==> config.mk <==
export PLATFORM = sky130hd
export DESIGN_NAME = mod_accum_fsm_flat
export DESIGN_NICKNAME = d
export VERILOG_FILES = /design/src/rtl/mod_accum_pkg.sv /design/src/rtl/mod_accum_fsm_if.sv /design/src/rtl/mod_accum_fsm_mod_reduce.sv /design/src/rtl/mod_accum_fsm.sv /design/src/flat_wrapper.sv
export SDC_FILE = /design/constraint.sdc
export NUM_CORES = 1
export LEC_CHECK = 0
export CAP_MARGIN = 20
export CORE_MARGIN = 2
export CORE_UTILIZATION = 47
export CTS_CLUSTER_SIZE = 28
export DETAILED_ROUTE_END_ITERATION = 6
export MAX_ROUTING_LAYER = met4
export PLACE_DENSITY = 0.78
export RECOVER_POWER = 25
export SYNTH_ARGS = -nofsm -noshare
export SYNTH_HDL_FRONTEND = slang
export SYNTH_SLANG_ARGS = --single-unit
export TNS_END_PERCENT = 5
==> constraint.sdc <==
create_clock -name CLK -period 5.1 [get_ports CLK]
set_input_delay 1.53 -clock CLK [delete_from_list [all_inputs] [get_ports CLK]]
set_output_delay 1.53 -clock CLK [all_outputs]
set_load 0.03 [all_outputs]
==> src/rtl/mod_accum_pkg.sv <==
// rtl/mod_accum_pkg.sv - shared constants and helpers for the modular accumulator
package mod_accum_pkg;

    localparam int HIT_W_DEF = 8;
    localparam int MOD_MAX   = 256;

    // Bits needed to hold residues 0..n-1; never narrower than one bit (n=2 -> 1)
    function automatic int clog2_safe(input int n);
        int w;
        w = 1;
        while ((1 << w) < n) w = w + 1;
        return w;
    endfunction

    // Increment that sticks at the all-ones value of a w-bit counter (w <= 31)
    function automatic logic [31:0] sat_inc(input logic [31:0] v, input int w);
        logic [31:0] max_v;
        max_v = (32'd1 << w) - 32'd1;
        return (v >= max_v) ? v : v + 32'd1;
    endfunction

endpackage

==> src/rtl/mod_accum_fsm_if.sv <==
// rtl/mod_accum_fsm_if.sv - digit/result bundle for mod_accum_fsm (IN_SUB present with MOD_ACCUM_SUB_EN)
interface mod_accum_fsm_if #(
    parameter int IN_W  = 2,
    parameter int MOD   = 4,
    parameter int HIT_W = mod_accum_pkg::HIT_W_DEF
);
    localparam int STATE_W = mod_accum_pkg::clog2_safe(MOD);

    logic               IN_VALID;
    logic [IN_W-1:0]    IN_DATA;
    logic               CLR;
`ifdef MOD_ACCUM_SUB_EN
    logic               IN_SUB;
`endif
    logic               O;
    logic [STATE_W-1:0] STATE;
    logic               WRAP;
    logic [HIT_W-1:0]   HIT_CNT;

`ifdef MOD_ACCUM_SUB_EN
    modport master (output IN_VALID, IN_DATA, CLR, IN_SUB, input O, STATE, WRAP, HIT_CNT);
    modport slave  (input IN_VALID, IN_DATA, CLR, IN_SUB, output O, STATE, WRAP, HIT_CNT);
`else
    modport master (output IN_VALID, IN_DATA, CLR, input O, STATE, WRAP, HIT_CNT);
    modport slave  (input IN_VALID, IN_DATA, CLR, output O, STATE, WRAP, HIT_CNT);
`endif

endinterface

==> src/rtl/mod_accum_fsm_mod_reduce.sv <==
// rtl/mod_accum_fsm_mod_reduce.sv - combinational reduction of a sum modulo MOD with wrap flag
module mod_reduce
    import mod_accum_pkg::*;
#(
    parameter int MOD   = 4,
    parameter int IN_W  = 3,
    parameter int RES_W = clog2_safe(MOD)
) (
    input  logic [IN_W-1:0]  sum,
    output logic [RES_W-1:0] residue,
    output logic             wrap
);

    // Work at 32 bits so MOD need not fit in IN_W (e.g. reducing a narrow digit)
    always_comb begin
        residue = RES_W'(32'(sum) % 32'(MOD));
        wrap    = (32'(sum) >= 32'(MOD));
    end

endmodule

==> src/rtl/mod_accum_fsm.sv <==
// rtl/mod_accum_fsm.sv - modular accumulator with match output and hit counter; optional MOD_ACCUM_SUB_EN subtract path
module mod_accum_fsm
    import mod_accum_pkg::*;
#(
    parameter int IN_W  = 2,
    parameter int MOD   = 4,
    parameter int MATCH = 1,
    parameter int HIT_W = HIT_W_DEF
) (
    input  logic              CLK,
    input  logic              RST,
    mod_accum_fsm_if.slave    bus
);

    localparam int STATE_W = clog2_safe(MOD);
    // One spare bit so the raw sum never truncates before reduction
    localparam int SUM_W   = ((STATE_W > IN_W) ? STATE_W : IN_W) + 1;

    if (MOD < 2 || MOD > MOD_MAX) begin : g_bad_mod
        $fatal(1, "mod_accum_fsm: MOD=%0d out of range 2..%0d", MOD, MOD_MAX);
    end
    if (MATCH < 0 || MATCH >= MOD) begin : g_bad_match
        $fatal(1, "mod_accum_fsm: MATCH=%0d must be below MOD=%0d", MATCH, MOD);
    end
    if (IN_W < 1 || IN_W > 8) begin : g_bad_in_w
        $fatal(1, "mod_accum_fsm: IN_W=%0d out of range 1..8", IN_W);
    end
    if (HIT_W < 1 || HIT_W > 31) begin : g_bad_hit_w
        $fatal(1, "mod_accum_fsm: HIT_W=%0d out of range 1..31", HIT_W);
    end

    logic [STATE_W-1:0] state_q;
    logic               wrap_q;
    logic [HIT_W-1:0]   hit_q;

    logic [SUM_W-1:0]   red_in;
    logic [STATE_W-1:0] next_state;
    logic               red_wrap;
    logic               next_wrap;

    mod_reduce #(
        .MOD  (MOD),
        .IN_W (SUM_W)
    ) u_reduce (
        .sum     (red_in),
        .residue (next_state),
        .wrap    (red_wrap)
    );

`ifdef MOD_ACCUM_SUB_EN
    logic [STATE_W-1:0] data_res;
    logic               data_wrap_unused;

    // Pre-reduce the digit so STATE + MOD - digit stays non-negative
    mod_reduce #(
        .MOD  (MOD),
        .IN_W (IN_W)
    ) u_reduce_data (
        .sum     (bus.IN_DATA),
        .residue (data_res),
        .wrap    (data_wrap_unused)
    );

    // Subtract reuses the main reducer; its wrap is set exactly when no borrow occurred
    always_comb begin
        red_in    = SUM_W'(state_q) + SUM_W'(bus.IN_DATA);
        next_wrap = red_wrap;
        if (bus.IN_SUB) begin
            red_in    = SUM_W'(state_q) + SUM_W'(MOD) - SUM_W'(data_res);
            next_wrap = ~red_wrap;
        end
    end
`else
    // Addition only: reduce STATE + digit at full width
    always_comb begin
        red_in    = SUM_W'(state_q) + SUM_W'(bus.IN_DATA);
        next_wrap = red_wrap;
    end
`endif

    // Residue, wrap pulse and hit counter: reset beats clear beats accept beats hold
    always_ff @(posedge CLK or posedge RST) begin
        if (RST) begin
            state_q <= '0;
            wrap_q  <= 1'b0;
            hit_q   <= '0;
        end else if (bus.CLR) begin
            state_q <= '0;
            wrap_q  <= 1'b0;
            hit_q   <= '0;
        end else if (bus.IN_VALID) begin
            state_q <= next_state;
            wrap_q  <= next_wrap;
            if (next_state == STATE_W'(MATCH)) begin
                hit_q <= HIT_W'(sat_inc(32'(hit_q), HIT_W));
            end
        end else begin
            wrap_q  <= 1'b0;
        end
    end

    assign bus.O       = (state_q == STATE_W'(MATCH));
    assign bus.STATE   = state_q;
    assign bus.WRAP    = wrap_q;
    assign bus.HIT_CNT = hit_q;

endmodule
==> src/flat_wrapper.sv <==
// flat-port wrapper written by rule: the top's interface ports become plain ports
module mod_accum_fsm_flat import mod_accum_pkg::*;
#(
    parameter int IN_W  = 2,
    parameter int MOD   = 4,
    parameter int MATCH = 1,
    parameter int HIT_W = HIT_W_DEF
)
  (CLK, RST, bus_IN_VALID, bus_IN_DATA, bus_CLR, bus_O, bus_STATE, bus_WRAP, bus_HIT_CNT);
  mod_accum_fsm_if #(.IN_W(IN_W), .MOD(MOD), .HIT_W(HIT_W)) bus_i ();
  input  logic CLK;
  input  logic RST;
  input wire logic [$bits(bus_i.IN_VALID)-1:0] bus_IN_VALID;
  input wire logic [$bits(bus_i.IN_DATA)-1:0] bus_IN_DATA;
  input wire logic [$bits(bus_i.CLR)-1:0] bus_CLR;
  output wire logic [$bits(bus_i.O)-1:0] bus_O;
  output wire logic [$bits(bus_i.STATE)-1:0] bus_STATE;
  output wire logic [$bits(bus_i.WRAP)-1:0] bus_WRAP;
  output wire logic [$bits(bus_i.HIT_CNT)-1:0] bus_HIT_CNT;
  assign bus_i.IN_VALID = bus_IN_VALID;
  assign bus_i.IN_DATA = bus_IN_DATA;
  assign bus_i.CLR = bus_CLR;
  assign bus_O = bus_i.O;
  assign bus_STATE = bus_i.STATE;
  assign bus_WRAP = bus_i.WRAP;
  assign bus_HIT_CNT = bus_i.HIT_CNT;
  mod_accum_fsm #(.IN_W(IN_W), .MOD(MOD), .MATCH(MATCH), .HIT_W(HIT_W)) u_core (.CLK(CLK), .RST(RST), .bus(bus_i));
endmodule
==> impl_results.md, run 1 <==
- Period utilization: 0.644
- Die boundary width: 41.2 um
- Level count of the clock H-tree: 1
- Number of setup buffers added after CTS: 0
- Buffer type at the clock tree root: clkbuf_4
- Max cap viols: 0
- Total net switching power: 0.0561 mW
- Antenna violations before repair: 0
- Mean cell area of the mapped netlist: 11.4 sq um
- Critical Setup Path Class: in -> reg
- Number of global-route vias before repair: 424
- Worst r2r src: u_core.bus.STATE[0]
- Unrepaired setup endpoints after global routing: no
- Cell Pwr Density: 227 nW/um^2
- Actual transition at the worst max-transition pin: 0.433 ns
- I/O Pins: 18
- Per-cell via count in the routed design: 5.71
- Final max-slew violation count: 0
- Number of buffers on the longest clock path: 2
- Most used flip-flop cell after synthesis: dfrtp_1
- Setup ws final: 1.81 ns
- Post-synthesis net count: 66
- Ant. Diodes: 0
- HP Start: u_core.bus.HIT_CNT[6]
- Full die area: 1700 sq um
- Switching part of the total: 0.289
- Count of input and output buffers: 17
- Count of flip-flops with a built-in enable after synthesis: 0
- Net total in the final layout: 87
- Synth Register Bits: 11
- Fraction of power consumed by the clock network: 0.315
- Internal cell power: 0.138 mW
- Clock slew seen by the registers of the worst setup and hold paths: 0.07 ns
- Maximum number of pins on one net before global-route repair: 13
- Total of hold buffers inserted after clock tree synthesis: 0
- Clock tree from TritonCTS: done
- Num Clock Sinks: 11
- Commonest cells after routing, fill and taps aside: clkdlybuf4s50_1, dfrtp_1, and3_2, nor2b_1, nor2_1
- Total track usage: 0.191
- Final HPWL from detailed placement: 959 um
- Comb pwr share: 0.203
- Highest attainable clock frequency: 304 MHz
- CP Capture Type: flop
- Kind of start point of the critical path: primary input
- Area growth, synth to finish: 31.3%
- Place WS: 1.56 ns
- Run status: finished, final reports clean
- Drt pass-1 iters: 4
- Cell Rows: 13
- LEAKAGE: 0.374 nW
- Clock latency on the worst-skew pair: 0.27 ns
- Drt drc: 0
- Overflow after GRT: 0
- Leading cell type in the layout, fill and taps excluded: clkdlybuf4s50_1
- Average wire per standard cell: 14.2 um
- First-pass GRT wire length: 1.96 mm
- Gate count after technology mapping: 57
- Hold WS: 0.533 ns
- Worst min path class: reg -> reg
- Post-synthesis async set-or-reset flop share: 1.00
- Vert. Die Dim: 41.2 um
- Effective utilization at floorplan: 0.500
- Netlist area before placement: 651 sq um
- Largest clock skew in the final design: 0.00231 ns
- Footprint of the multi-input gates: 353 sq um
- Max IR drop VDD: 0.176 mV
- Sequential cell fraction of total power: 0.482
- Count of yosys warnings during synthesis: 0
- Fill cell total of the finished layout: 122
- Normalized max-slew margin: 0.711
- Number of buffers created by CTS: 3
- Floorplan Core Area: 1300 sq um
- Top fanout value on the critical path: 4
- Total count of hold-check failures in the final report: 0
- Last weighted congestion value of the routability-driven placer: 0.766
- Remaining antenna violation count after routing: 0
- Setup-violating endpoint count in the final report: 0
- Sequential fraction of the synthesis area: 0.423
- Register cell area after layout: 275 sq um
- CP Data Required Time: 5.26 ns
- R2R setup slack: 3.04 ns
- Shortest clock period the worst path allows after layout: 3.29 ns
- CTS resizes: 0
- Fraction of final layout cells with drive strength greater than 1: 0.182
- Total Routed Length: 1.31 mm
- Number of distinct library cells after synthesis: 28
- CP Launch Point: bus_IN_DATA[0]
- Via count: 525
- Arrival time reported for the critical path endpoint: 3.45 ns
- Final setup TNS: 0 ns
- Initial drt markers: 6
flip-flops by register name, summed over array words and instances, names as in the netlist:
| name | count |
|---|---|
| u_core.bus.WRAP | 1 |
| u_core.bus.HIT_CNT | 8 |
| u_core.bus.STATE | 2 |
power by group through the flow:
| stage | clock (mW) | combinational [mW] | sequential, mW |
|---|---|---|---|
| floorplan | 0 | 0.0192 | 0.100 |
| global placement | 0 | 0.0392 | 0.0950 |
| detailed placement | 0 | 0.0393 | 0.0952 |
| CTS | 0.0619 | 0.0397 | 0.0935 |
| global route | 0.0692 | 0.0427 | 0.0942 |
| finish | 0.0612 | 0.0395 | 0.0936 |
worst max-delay path, stage by stage:
cell             delay, ns
clkdlybuf4s50_1       0.41
ha_1                  0.19
fa_1                  0.47
nand3b_1              0.29
a21oi_4               0.24
mux2_4                0.32
stage by stage:
stage	cells	cell area (sq um)	util	total power, mW
2_1_floorplan	57	651	-	0.120
3_3_place_gp	88	828	0.637	0.134
3_5_place_dp	88	828	0.637	0.135
4_1_cts	92	855	0.657	0.195
5_1_grt	92	855	0.657	0.206
6_report	92	855	0.657	0.194
Yosys cell counts, drive strengths merged (2+ instances only):
cell	n	share of area
dfrtp	11	0.42
mux2i	3	0.046
a211oi	2	0.031
nor2b	4	0.038
nand3	2	0.015
nand2	2	0.012
a21oi	2	0.033
ha	2	0.038
inv	3	0.017
and3	5	0.056
nor2	4	0.023
a311oi	2	0.027
mux2	2	0.046
and4	2	0.031
a31oi	2	0.019
worst paths after layout:
path | end | cells past startpoint
worst max register to register | u_core.bus.HIT_CNT[0] | 5
worst min register to register | u_core.bus.HIT_CNT[6] | 1
worst min-delay path | u_core.bus.HIT_CNT[6] | 1
worst max-delay path | u_core.bus.HIT_CNT[0] | 6
min in group asynchronous | u_core.bus.HIT_CNT[3] | 2
max in group asynchronous | u_core.bus.HIT_CNT[1] | 2
final cells by class:
type	count	share of cell area
clock buffer	4	0.0307
tap	15	0.0220
multi-input combinational	42	0.413
timing repair buffer	17	0.199
sequential	11	0.322
inverter	3	0.0132
layer usage:
layer / part of all wire / track usage / vias to the layer above / routed length (um)
met4: 0.013 / 0.0726 / 0 / 17
met3: 0.067 / 0.0489 / 2 / 88
li1: - / - / 255 / -
met2: 0.42 / 0.234 / 23 / 544
met5: 0 / - / - / 0
met1: 0.50 / 0.290 / 245 / 657
cells by family (layout without fill, tap and decap cells):
| group | Yosys count | after routing | share of synthesized area |
|---|---|---|---|
| AO/OA/AOI/OAI | 11 | 11 | 0.160 |
| adder cells (fa/ha/maj) | 3 | 3 | 0.0692 |
| buffers and inverters | 4 | 24 | 0.0346 |
| flip-flops | 11 | 11 | 0.423 |
| multiplexers | 5 | 5 | 0.0923 |
| AND/OR/NAND/NOR | 23 | 23 | 0.221 |
(Power assumes the default switching activity.)
==> inputs of run 2 (changes only) <==
--- a/config.mk
+++ b/config.mk
@@ -7,11 +7,11 @@
 export LEC_CHECK = 0
 export CAP_MARGIN = 20
 export CORE_MARGIN = 2
-export CORE_UTILIZATION = 47
+export CORE_UTILIZATION = 45
 export CTS_CLUSTER_SIZE = 28
 export DETAILED_ROUTE_END_ITERATION = 6
 export MAX_ROUTING_LAYER = met4
-export PLACE_DENSITY = 0.78
+export PLACE_DENSITY = 0.76
 export RECOVER_POWER = 25
 export SYNTH_ARGS = -nofsm -noshare
 export SYNTH_HDL_FRONTEND = slang
==> constraint.sdc (replaced) <==
create_clock -name CLK -period 3.2 [get_ports CLK]
set_input_delay 0.96 -clock CLK [delete_from_list [all_inputs] [get_ports CLK]]
set_output_delay 0.96 -clock CLK [all_outputs]
set_load 0.03 [all_outputs]
==> impl_results.md, run 2 (same netlist as run 1, synthesis figures left out) <==
- Maximum number of pins on one net before global-route repair: 13 (unchanged)
- Fraction of final layout cells with drive strength greater than 1: 0.182 (unchanged)
- Number of buffers created by CTS: 3 (unchanged)
- Total of hold buffers inserted after clock tree synthesis: 0 (unchanged)
- Net total in the final layout: 87 (unchanged)
- Largest clock skew in the final design: 0.00594 ns (+0.00363 ns)
- Shortest clock period the worst path allows after layout: 2.74 ns
- Flip-flop count of the largest register after layout: 8 (unchanged)
- Floorplan Core Area: 1330 sq um (+2.5%)
- CP Capture Type: flop
- R2R setup slack: 1.13 ns (-1.91 ns)
- Die boundary width: 42.0 um (+2.0%)
- Area growth, synth to finish: 31.3% (unchanged)
- Commonest cells after routing, fill and taps aside: clkdlybuf4s50_1, dfrtp_1, and3_2, nor2b_1, nor2_1
- Period utilization: 0.856
- Endpoint with the worst hold slack: u_core.bus.HIT_CNT[6]
- Vert. Die Dim: 42.0 um (+2.0%)
- Full die area: 1770 sq um (+4.0%)
- Ordered list of cells on the worst path: clkdlybuf4s50_1 -> ha_1 -> fa_1 -> nand3b_1 -> a21oi_4 -> mux2_4
- Total track usage: 0.161 (-0.0301)
- Critical Setup Path Class: in -> reg
- LEAKAGE: 0.374 nW (unchanged)
- Fill cell total of the finished layout: 101 (-17%)
- Number of global-route vias before repair: 444 (+4.7%)
- Leading cell type in the layout, fill and taps excluded: clkdlybuf4s50_1
- Cell type of the slowest stage on the worst timing path: fa_1
- Worst min path class: reg -> reg
- Critical path buffers and inverters: 1 (unchanged)
- Setup-violating endpoint count in the final report: 0 (unchanged)
- Fin area: 855 sq um (unchanged)
- Per-cell via count in the routed design: 5.62 (-1.5%)
- Remaining antenna violation count after routing: 0 (unchanged)
- Drt drc: 0 (unchanged)
- Cell Pwr Density: 357 nW/um^2 (+57%)
- Ant. Diodes: 0 (unchanged)
- Normalized max-slew margin: 0.700 (-0.0107)
- Count of input and output buffers: 17 (unchanged)
- HP Start: u_core.bus.HIT_CNT[6]
- CP Data Required Time: 3.35 ns (-1.91 ns)
- Number of setup buffers added after CTS: 0 (unchanged)
- Highest attainable clock frequency: 365 MHz
- CTS resizes: 0 (unchanged)
- Top fanout value on the critical path: 4 (unchanged)
- Clock tree from TritonCTS: done
- Final HPWL from detailed placement: 945 um (-1.4%)
- Kind of start point of the critical path: primary input
- Buffer type at the clock tree root: clkbuf_4
- Antenna violations before repair: 0 (unchanged)
- Kind of cell with the highest combined delay on the critical path: adder cells
- Actual transition at the worst max-transition pin: 0.448 ns (+0.0151 ns)
- Final setup TNS: 0 ns (unchanged)
- R2R depth: 5 (unchanged)
- Last weighted congestion value of the routability-driven placer: 0.826 (+7.8%)
- Clock slew seen by the registers of the worst setup and hold paths: 0.07 ns (about the same)
- Clock latency on the worst-skew pair: 0.27 ns (about the same)
- Worst hold path stage count: 1 (unchanged)
- Unrepaired setup endpoints after global routing: no
- I/O Pins: 18 (unchanged)
- Num Clock Sinks: 11 (unchanged)
- Cell Rows: 13 (unchanged)
- First-pass GRT wire length: 2.09 mm (+6.7%)
- Initial drt markers: 2 (-4)
- Arrival time reported for the critical path endpoint: 2.89 ns (-0.56 ns)
- Drt pass-1 iters: 2 (-2)
- Final max-slew violation count: 0 (unchanged)
- Worst r2r src: u_core.bus.STATE[0]
- Max cap viols: 0 (unchanged)
- Average wire per standard cell: 14.1 um (-0.46%)
- Run status: finished, final reports clean
- Via count: 517 (-1.5%)
- Post-detailed-placement cell area: 828 sq um (unchanged)
- Critical register-to-register path endpoint: u_core.bus.HIT_CNT[0]
- Overflow after GRT: 0 (unchanged)
- Total count of hold-check failures in the final report: 0 (unchanged)
- Highest cell delay on the worst timing path: 0.47 ns (about the same)
- Total Routed Length: 1.30 mm (-0.46%)
- Effective utilization at floorplan: 0.488 (-0.0122)
- Number of buffers on the longest clock path: 2 (unchanged)
- Level count of the clock H-tree: 1 (unchanged)
- Max IR drop VDD: 0.275 mV (+56%)
run 2: cell counts in the layout (fill, tap and decap cells not counted):
No cell type changed its count.
run 2: layout make-up:
type	count	area, sq um	area share
multi-input combinational	42	353	0.413
sequential	11	275	0.322
inverter	3	11.3	0.0132
timing repair buffer	17	170	0.199
clock buffer	4	26.3	0.0307
tap	15	18.8	0.0220
run 2: layer usage:
layer,part of all wire,GRT usage,up-vias
li1,-,-,257
met1,0.47,0.216,246
met2,0.46,0.219,12
met4,0.0038,0.0375,0
met5,0,-,-
met3,0.062,0.0819,2
run 2: worst max path at each step:
stage / start / end / cells past startpoint
after floorplan: bus_IN_DATA[0] / u_core.bus.HIT_CNT[3] / 5
after global placement: bus_IN_DATA[0] / u_core.bus.HIT_CNT[3] / 6
after detailed placement: bus_IN_DATA[0] / u_core.bus.HIT_CNT[3] / 6
after CTS: bus_IN_DATA[0] / u_core.bus.HIT_CNT[0] / 6
after global routing: bus_IN_DATA[0] / u_core.bus.HIT_CNT[0] / 6
final: bus_IN_DATA[0] / u_core.bus.HIT_CNT[0] / 6
run 2: where the power goes:
part	total (mW)	internal (mW)	switching [mW]
registers	0.149	0.143	0.00532
clock network	0.0928	0.0483	0.0445
logic	0.0631	0.0285	0.0346
total	0.305	0.220	0.0845
run 2: through the flow:
stage | hold WS [ns] | cells | util | worst slack (ns) | power [mW]
detailed placement | 0.536 | 88 | 0.621 | 0.210 | 0.215
floorplan | 0.690 | 57 | - | 0.717 | 0.190
global placement | 0.521 | 88 | 0.621 | 0.219 | 0.214
CTS | 0.544 | 92 | 0.641 | 0.475 | 0.310
finish | 0.539 | 92 | 0.641 | 0.462 | 0.305
global route | 0.564 | 92 | 0.641 | 0.399 | 0.320
